## src/rtl/adc_capture_meas.sv

```systemverilog
// ADC receive path: divides sys_clk into the ADC sample clock, captures 8-bit samples and
// publishes max/min/peak-to-peak/rising-crossing statistics once per fixed sample window.
module adc_capture_meas #(
  parameter int CLK_DIV     = 4,
  parameter int WIN_SAMPLES = 4096,
  parameter int HYST        = 4
) (
  input  logic        sys_clk,
  input  logic        sys_rst_n,
  input  logic [7:0]  ad_data,
  output logic        ad_clk,
  output logic [7:0]  vmax,
  output logic [7:0]  vmin,
  output logic [7:0]  vpp,
  output logic [15:0] cross_cnt,
  output logic        meas_valid
);

  localparam int DW = (CLK_DIV > 2) ? $clog2(CLK_DIV) : 1;
  localparam int CW = $clog2(WIN_SAMPLES);
  localparam logic [DW-1:0] DIV_LAST = DW'(CLK_DIV - 1);
  localparam logic [DW-1:0] DIV_HALF = DW'(CLK_DIV / 2);
  localparam logic [CW-1:0] WIN_LAST = CW'(WIN_SAMPLES - 1);
  localparam logic [8:0]    HYST9    = 9'(HYST);

  typedef enum logic {ACQ, PUB} state_t;

  state_t        state_q;
  logic [DW-1:0] div_cnt_q, div_cnt_d;
  logic          ad_clk_q;
  logic          smp_en_q;
  logic [7:0]    sample_q;
  logic [CW-1:0] win_cnt_q;
  logic [7:0]    run_max_q, run_max_d;
  logic [7:0]    run_min_q, run_min_d;
  logic [15:0]   run_cross_q, run_cross_d;
  logic          armed_q, armed_d;
  logic [7:0]    thr_q, thr_d;
  logic [8:0]    lo9, hi9, thr_sum9;
  logic [7:0]    vmax_q, vmin_q, vpp_q;
  logic [15:0]   cross_cnt_q;
  logic          meas_valid_q;

  always_comb begin
    div_cnt_d = (div_cnt_q == DIV_LAST) ? '0 : div_cnt_q + 1'b1;
    run_max_d = (sample_q > run_max_q) ? sample_q : run_max_q;
    run_min_d = (sample_q < run_min_q) ? sample_q : run_min_q;
    // Hysteresis band around the threshold, saturating at both rails.
    lo9 = ({1'b0, thr_q} >= HYST9) ? {1'b0, thr_q} - HYST9 : 9'd0;
    hi9 = ({1'b0, thr_q} + HYST9 > 9'd255) ? 9'd255 : {1'b0, thr_q} + HYST9;
    armed_d     = armed_q;
    run_cross_d = run_cross_q;
    if ({1'b0, sample_q} < lo9) begin
      armed_d = 1'b1;
    end else if (armed_q && ({1'b0, sample_q} >= hi9)) begin
      armed_d = 1'b0;
      if (run_cross_q != 16'hFFFF) run_cross_d = run_cross_q + 16'd1;
    end
    thr_sum9 = {1'b0, run_max_d} + {1'b0, run_min_d} + 9'd1;
    thr_d    = thr_sum9[8:1];
  end

  // The sample captured at the end of the ad_clk high phase is processed one cycle later;
  // the final sample of a window loads the published registers on that same edge.
  always_ff @(posedge sys_clk) begin
    if (!sys_rst_n) begin
      state_q      <= ACQ;
      div_cnt_q    <= '0;
      ad_clk_q     <= 1'b0;
      smp_en_q     <= 1'b0;
      sample_q     <= 8'd0;
      win_cnt_q    <= '0;
      run_max_q    <= 8'd0;
      run_min_q    <= 8'd255;
      run_cross_q  <= 16'd0;
      armed_q      <= 1'b0;
      thr_q        <= 8'd128;
      vmax_q       <= 8'd0;
      vmin_q       <= 8'd0;
      vpp_q        <= 8'd0;
      cross_cnt_q  <= 16'd0;
      meas_valid_q <= 1'b0;
    end else begin
      div_cnt_q    <= div_cnt_d;
      ad_clk_q     <= (div_cnt_d >= DIV_HALF);
      smp_en_q     <= (div_cnt_q == DIV_LAST);
      if (div_cnt_q == DIV_LAST) sample_q <= ad_data;
      meas_valid_q <= 1'b0;
      case (state_q)
        ACQ: begin
          if (smp_en_q) begin
            armed_q <= armed_d;
            if (win_cnt_q == WIN_LAST) begin
              vmax_q       <= run_max_d;
              vmin_q       <= run_min_d;
              vpp_q        <= run_max_d - run_min_d;
              cross_cnt_q  <= run_cross_d;
              meas_valid_q <= 1'b1;
              thr_q        <= thr_d;
              run_max_q    <= 8'd0;
              run_min_q    <= 8'd255;
              run_cross_q  <= 16'd0;
              win_cnt_q    <= '0;
              state_q      <= PUB;
            end else begin
              run_max_q   <= run_max_d;
              run_min_q   <= run_min_d;
              run_cross_q <= run_cross_d;
              win_cnt_q   <= win_cnt_q + 1'b1;
            end
          end
        end
        PUB: state_q <= ACQ;
        default: state_q <= ACQ;
      endcase
    end
  end

  assign ad_clk     = ad_clk_q;
  assign vmax       = vmax_q;
  assign vmin       = vmin_q;
  assign vpp        = vpp_q;
  assign cross_cnt  = cross_cnt_q;
  assign meas_valid = meas_valid_q;

endmodule

```

## config.mk

```make
export PLATFORM = sky130hd
export DESIGN_NAME = adc_capture_meas
export DESIGN_NICKNAME = d
export VERILOG_FILES = /design/src/rtl/adc_capture_meas.sv
export SDC_FILE = /design/constraint.sdc
export NUM_CORES = 1
export LEC_CHECK = 0
export CAP_MARGIN = 20
export CORE_UTILIZATION = 59
export DETAILED_ROUTE_END_ITERATION = 16
export GPL_TIMING_DRIVEN = 0
export PLACE_DENSITY_LB_ADDON = 0.3
export RECOVER_POWER = 25
export SYNTH_ARGS = -nofsm -noshare
export SYNTH_HDL_FRONTEND = slang
export SYNTH_SLANG_ARGS = --single-unit
```

## constraint.sdc

```tcl
create_clock -name sys_clk -period 10.93 [get_ports sys_clk]
set_input_delay 1.6395 -clock sys_clk [delete_from_list [all_inputs] [get_ports sys_clk]]
set_output_delay 1.6395 -clock sys_clk [all_outputs]
set_load 0.01 [all_outputs]
```

==> results of run 1 <==
==> cell usage after synthesis, types with 3 or more instances <==
cell	instances
a21o_1	12
mux2_2	8
inv_1	36
o21a_1	4
or2_2	5
and4_1	3
ha_1	53
nor2b_1	5
nand2b_1	17
mux2i_1	19
o21ba_2	3
a21oi_1	36
o211a_1	6
o22a_1	8
nand3_1	22
nor2_1	67
a31oi_1	17
dfxtp_1	105
nor3_1	10
or3_1	6
xor2_1	17
xnor2_1	17
o21bai_1	3
and3_1	7
a41oi_1	5
and2_1	6
a211oi_1	18
buf_1	3
a22o_1	8
o21ai_0	32
nand2_1	58
clkbuf_1	27
nand4_1	12
==> report_power, final <==
| part | internal (mW) | total (mW) | switching (mW) | leakage (nW) |
|---|---|---|---|---|
| logic | 0.0263 | 0.0662 | 0.0399 | 2.03 |
| clock network | 0.106 | 0.244 | 0.138 | 0.0860 |
| registers | 0.386 | 0.392 | 0.00579 | 0.847 |
| total | 0.518 | 0.702 | 0.184 | 2.97 |
==> worst max-delay path: cells and delay by family, from the launching register on <==
kind                       cells  cell delay (ns)
adders and majority gates      2             0.57
DFF                            1             0.53
xor gates and xnor gates       1             0.18
buffers and inverters          2             0.38
muxes                          1             0.58
and+or+nand+nor                1             0.13
AOI/OAI and AO/OA              9             2.30
==> registers in the layout, indices dropped and copies added (netlist names) <==
register and count:
armed_q 1, cross_cnt 16, div_cnt_q 2, run_cross_q 16, run_max_q 8, run_min_q 8
sample_q 8, smp_en_q 1, state_q 1, thr_q 8, vmax 8, vmin 8
vpp 8, win_cnt_q 12
==> path summary, 6_finish.rpt <==
kind                                               start                 endpoint  slack [ns]  cells after the start
worst max-delay path            sample_q[0]$_SDFFE_PN0P_      vpp[7]$_SDFFE_PN0P_        6.18                     16
worst max register to register  sample_q[0]$_SDFFE_PN0P_      vpp[7]$_SDFFE_PN0P_        6.18                     16
worst min-delay path             div_cnt_q[0]$_SDFF_PN0_  div_cnt_q[0]$_SDFF_PN0_        0.44                      1
worst min register to register   div_cnt_q[0]$_SDFF_PN0_  div_cnt_q[0]$_SDFF_PN0_        0.44                      1
==> cell families after synthesis <==
family | Yosys count | synth area share
fa+ha+maj | 55 | 0.1165
mux | 27 | 0.04643
xor+xnor | 34 | 0.04934
simple gates | 232 | 0.1965
compound gates | 171 | 0.1959
buf+inv | 71 | 0.04705
flops | 105 | 0.3483
==> layout make-up <==
class | count | area, µm²
Sequential cell | 105 | 2102
Multi-Input combinational cell | 519 | 3650
Clock buffer | 11 | 131.4
Clock inverter | 4 | 53.80
Tap cell | 133 | 166.4
Timing Repair Buffer | 51 | 510.5
Inverter | 37 | 138.9
Fill cell | 775 | 2967
Buffer | 34 | 145.1
==> per-layer routing <==
metal / wire length, µm / global-route usage
met4: 533 / 0.1343
met3: 1120 / 0.05763
met1: 7336 / 0.4428
met2: 7373 / 0.5133
met5: 0 / 0
==> stage by stage <==
| stage | hold WS [ns] | util | setup slack (ns) | instances | total power, mW |
|---|---|---|---|---|---|
| after CTS | 0.4397 | 0.6993 | 6.303 | 894 | 0.6990 |
| final | 0.4379 | 0.6993 | 6.180 | 894 | 0.7022 |
| after global placement | 0.4118 | 0.6805 | 6.505 | 879 | 0.4628 |
| after floorplan | 0.4017 | - | 7.260 | 695 | 0.4430 |
| after detailed placement | 0.4255 | 0.6805 | 6.380 | 879 | 0.4649 |
| after global routing | 0.4580 | 0.6993 | 5.936 | 894 | 0.7247 |
==> flow_summary.toml, run 1 <==
[drt]
viasPerCell = 6.085
drt-pass1-iter-count = 5
ant_nets = 0
drc = 0
wl_per_cell_um = 18.30
finalWirelength_um = 16360
vias = 5440
drt_iter0_drc = 385

[synth]
ys.flop_type = "dfxtp_1"
synth_edf_count = 0
yosys.area.top_type = "dfxtp_1"
yosysUniqueCellTypes = 65
seq_area_frac_synth = 0.3483
synth.area.top_cells = "dfxtp_1 (35%), ha_1 (11%), nor2_1 (4.2%)"
ys_warn_count = 0
synthCells = 695
syn_avg_cell_area_um2 = 8.685
async_reset_ff_frac = 0
synth_top_cell_area_share = 0.3483
ys_seq_elements = 105
synth_area_um2 = 6036
syn_nets = 760

[cells_and_area]
stdcell_area_um2 = 6898
nets = 822
mostFrequentLayoutCell = "dfxtp_1"
layout-drive-gt1-share = 0.05913
area_delta_synth_final_pct = 14.28
final_cell_mix = "dfxtp_1 (105), nor2_1 (67), nand2_1 (58)"
diodes = 0

[sta]
period_share = 0.4345
slew_viol_final = 0
hold_viol = 0
setup_violations = 0
rsz0062_at_grt = "false"
slew_headroom = 0.3348
timing.setup.tns_ns = 0
fin_skew_ns = 0.01483
worst_pin_slew_ns = 0.9977
finalCriticalPeriod_ns = 4.750
fmax_ghz = 0.2105

[placement]
place_area_um2 = 6713
port_buffers = 51
routabilityCongestion = 0.9275
dpl.hpwl_um = 12190

[die]
io_pins = 52
initial_core_util = 0.6119
chipHeight_um = 103.1
die_w_um = 103.1
rows = 36
dieArea_um2 = 10640
coreArea_um2 = 9864

[pwr]
p_leak_nw = 2.966
p_per_area_nw_per_um2 = 101.8
irDropWorstVdd_uv = 71.56

[clock_tree]
clkLatencyLatePin_ns = 0.39
cts-root-buf = "clkbuf_8"
clockBufferDepth = 2
clkSlewWorstSetupHoldPaths_ns = 0.10
cts_buffers = 9
ctsHoldBuffers = 0
ctsResizeCount = 0
post_cts.repair.setup_buffers = 0
cts_max_level = 3
cts_tree = "yes"
clock-sinks = 105

[setup_path]
slowest_delay_ns = 0.79
endpoint_kind = "register"
critPathKind = "register to register"
crit_chain = "inv_1, ha_1, nor2b_1, o21a_1, o21a_1, o21bai_1, a21oi_1, mux2i_1, inv_1, ha_1, a21o_1, a21oi_1, o21ai_0, o41ai_1, xnor2_1, a211oi_1"
critPathArrivalTime_ns = 5.05
crit_required_ns = 11.23
critPathMaxFanout = 10
cp-start-kind = "register"
slowest_stage = "a21oi_1"

[global_route]
grt_pass1_wl_um = 26140
grt_max_degree = 17
grt_pass1_vias = 5100
grt_usage = 0.3265
antenna_found_initial = 0
grt_overflow = 0

[hold_path]
hold_path_class = "register to register"

[run_status]
outcome = "finished, final reports clean"

[job]
maxCapViolCount = 0
(Power assumes the default switching activity.)
==> inputs of run 2 (changes only) <==
--- a/config.mk
+++ b/config.mk
@@ -6,7 +6,7 @@
 export NUM_CORES = 1
 export LEC_CHECK = 0
 export CAP_MARGIN = 20
-export CORE_UTILIZATION = 59
+export CORE_UTILIZATION = 58
 export DETAILED_ROUTE_END_ITERATION = 16
 export GPL_TIMING_DRIVEN = 0
 export PLACE_DENSITY_LB_ADDON = 0.3
==> constraint.sdc (replaced) <==
create_clock -name sys_clk -period 4.9 [get_ports sys_clk]
set_input_delay 0.735 -clock sys_clk [delete_from_list [all_inputs] [get_ports sys_clk]]
set_output_delay 0.735 -clock sys_clk [all_outputs]
set_load 0.01 [all_outputs]
==> run 2 against run 1 <==
Net effect: combinational power up 120%; flip-flop and latch count unchanged; register-to-register slack worse by 5.7 ns; global-route usage down 2.4 points; critical endpoint is now thr_q[7]$_SDFFE_PN1P_.
==> flow_summary.toml, run 2 (synthesis results as in run 1) <==
[clock_tree]
cts_tree = "yes"
ctsHoldBuffers = 0
clkLatencyLatePin_ns = 0.38
cts-root-buf = "clkbuf_8"
cts_max_level = 3
clock-sinks = 105
clkSlewWorstSetupHoldPaths_ns = 0.12
clockBufferDepth = 2
post_cts.repair.setup_buffers = 0
cts_buffers = 9
ctsResizeCount = 0

[sta]
slew_viol_final = 0
hold_viol = 0
fmax_ghz = 0.2238
worst_pin_slew_ns = 0.7498
timing.setup.tns_ns = 0
period_share = 0.9120
setup_ws_ns = 0.4313
finalCriticalPeriod_ns = 4.469
slew_headroom = 0.4963
fin_skew_ns = 0.01808
rsz0062_at_grt = "false"
setup_violations = 0

[pwr]
clkPwrFrac = 0.353
power_frac_seq = 0.554
p_switching_mw = 0.4506
power_frac_comb = 0.093
irDropWorstVdd_uv = 195.8
p_per_area_nw_per_um2 = 227.9
p_int_mw = 1.127
netSwitchingFraction = 0.2855
p_leak_nw = 3.001

[cells_and_area]
final_cell_mix = "dfxtp_1 (105), nor2_1 (67), nand2_1 (58)"
area_delta_synth_final_pct = 14.72
nets = 822
fillers = 818
mostFrequentLayoutCell = "dfxtp_1"
post-route-util = 0.6987
multi_input_area_um2 = 3654
seq_area_um2 = 2102
diodes = 0
layout-drive-gt1-share = 0.06430

[setup_path]
crit_chain = "ha_1, a21o_1, a31oi_1, o21ai_0, o41a_1, clkbuf_1, a21oi_1, ha_1, inv_1, fa_1, nand2b_1, a21oi_1, nor2_1, o21bai_1, a221o_1, a211oi_1, o21ai_0"
cp-start-kind = "register"
endpoint_kind = "register"
crit_required_ns = 5.13
critPathArrivalTime_ns = 4.70
critPathKind = "register to register"
slowest_delay_ns = 0.62
critPathMaxFanout = 10
slowest_stage = "dfxtp_1"

[drt]
viasPerCell = 5.999
drt_iter0_drc = 289
wl_per_cell_um = 17.78
drc = 0
vias = 5369
ant_nets = 0
drt-pass1-iter-count = 5
finalWirelength_um = 15910

[global_route]
antenna_found_initial = 0
grt_overflow = 0
grt_usage = 0.3021
grt_pass1_vias = 5286
grt_max_degree = 22
grt_pass1_wl_um = 26180

[die]
rows = 36
chipHeight_um = 104.0
die_w_um = 104.0
coreArea_um2 = 9910
io_pins = 52
dieArea_um2 = 10820
initial_core_util = 0.6091

[placement]
dpl.hpwl_um = 12160
routabilityCongestion = 0.9267
port_buffers = 51
place_ws_ns = 0.3385

[run_status]
outcome = "finished, final reports clean"

[job]
maxCapViolCount = 0

[hold_path]
hold_path_class = "register to register"
==> run 2: cell types whose count changed in the layout (fill, tap and decap cells not counted), sizes merged <==
cell / before / now
clkinv: 1 / 4
clkinvlp: 2 / 0
clkbuf: 39 / 37
clkdlybuf4s50: 25 / 20
inv: 37 / 40
bufinv: 1 / 0
dlygate4sd3: 26 / 31
==> run 2: routing by layer <==
| metal | vias to the layer above | track usage | wire length [µm] |
|---|---|---|---|
| li1 | 2611 | - | - |
| met1 | 2595 | 0.3726 | 6996 |
| met2 | 124 | 0.5057 | 7727 |
| met3 | 39 | 0.05576 | 660 |
| met4 | 0 | 0.1490 | 529 |
| met5 | - | 0 | 0 |
==> run 2: per-stage QoR <==
stage	total power, mW	std cells	cell area, µm²	hold slack, ns
finish	1.578	895	6924	0.4434
CTS	1.581	895	6920	0.4492
global placement	1.029	879	6713	0.4109
global route	1.634	895	6924	0.4672
floorplan	0.9882	695	6036	0.4017
detailed placement	1.037	879	6713	0.4331
==> run 2: area by class of cell <==
cell class              count  area share
repair buffers             51     0.07373
clock buffers               9     0.01789
clock inverters             7     0.01211
inverters                  37     0.02006
flip-flops and latches    105      0.3036
plain buffers              34     0.02096
well taps                 133     0.02403
multi-input cells         519      0.5276
==> run 2: path summary, 6_finish.rpt <==
kind | to | slack (ns) | depth (start not counted) | startpoint
setup / recovery | thr_q[7]$_SDFFE_PN1P_ | 0.43 | 17 | sample_q[2]$_SDFFE_PN0P_
setup reg to reg | thr_q[7]$_SDFFE_PN1P_ | 0.43 | 17 | sample_q[2]$_SDFFE_PN0P_
hold / removal | div_cnt_q[0]$_SDFF_PN0_ | 0.44 | 1 | div_cnt_q[0]$_SDFF_PN0_
hold reg to reg | div_cnt_q[0]$_SDFF_PN0_ | 0.44 | 1 | div_cnt_q[0]$_SDFF_PN0_
==> run 2: worst max-delay path: cells and delay by family, from the launching register on <==
kind / cells / cell delay [ns]
and+or+nand+nor: 2 / 0.28
buffers and inverters: 2 / 0.36
adders and majority gates: 3 / 0.95
AOI/OAI and AO/OA: 10 / 2.11
DFF: 1 / 0.62
==> run 2: power groups by stage <==
stage / Clock (mW) / Combinational [mW] / Sequential, mW
2_1_floorplan: 0 / 0.0991 / 0.889
3_3_place_gp: 0 / 0.136 / 0.893
3_5_place_dp: 0 / 0.143 / 0.894
4_1_cts: 0.562 / 0.144 / 0.874
5_1_grt: 0.596 / 0.162 / 0.876
6_report: 0.556 / 0.147 / 0.874
==> inputs of run 3 (changes only) <==
--- a/config.mk
+++ b/config.mk
@@ -7,6 +7,7 @@
 export LEC_CHECK = 0
 export CAP_MARGIN = 20
 export CORE_UTILIZATION = 58
+export CTS_CLUSTER_SIZE = 25
 export DETAILED_ROUTE_END_ITERATION = 16
 export GPL_TIMING_DRIVEN = 0
 export PLACE_DENSITY_LB_ADDON = 0.3
@@ -14,3 +15,4 @@
 export SYNTH_ARGS = -nofsm -noshare
 export SYNTH_HDL_FRONTEND = slang
 export SYNTH_SLANG_ARGS = --single-unit
+export TNS_END_PERCENT = 100
==> results of run 3 <==
Final layout, timing and power as in run 2 (identical DEF).
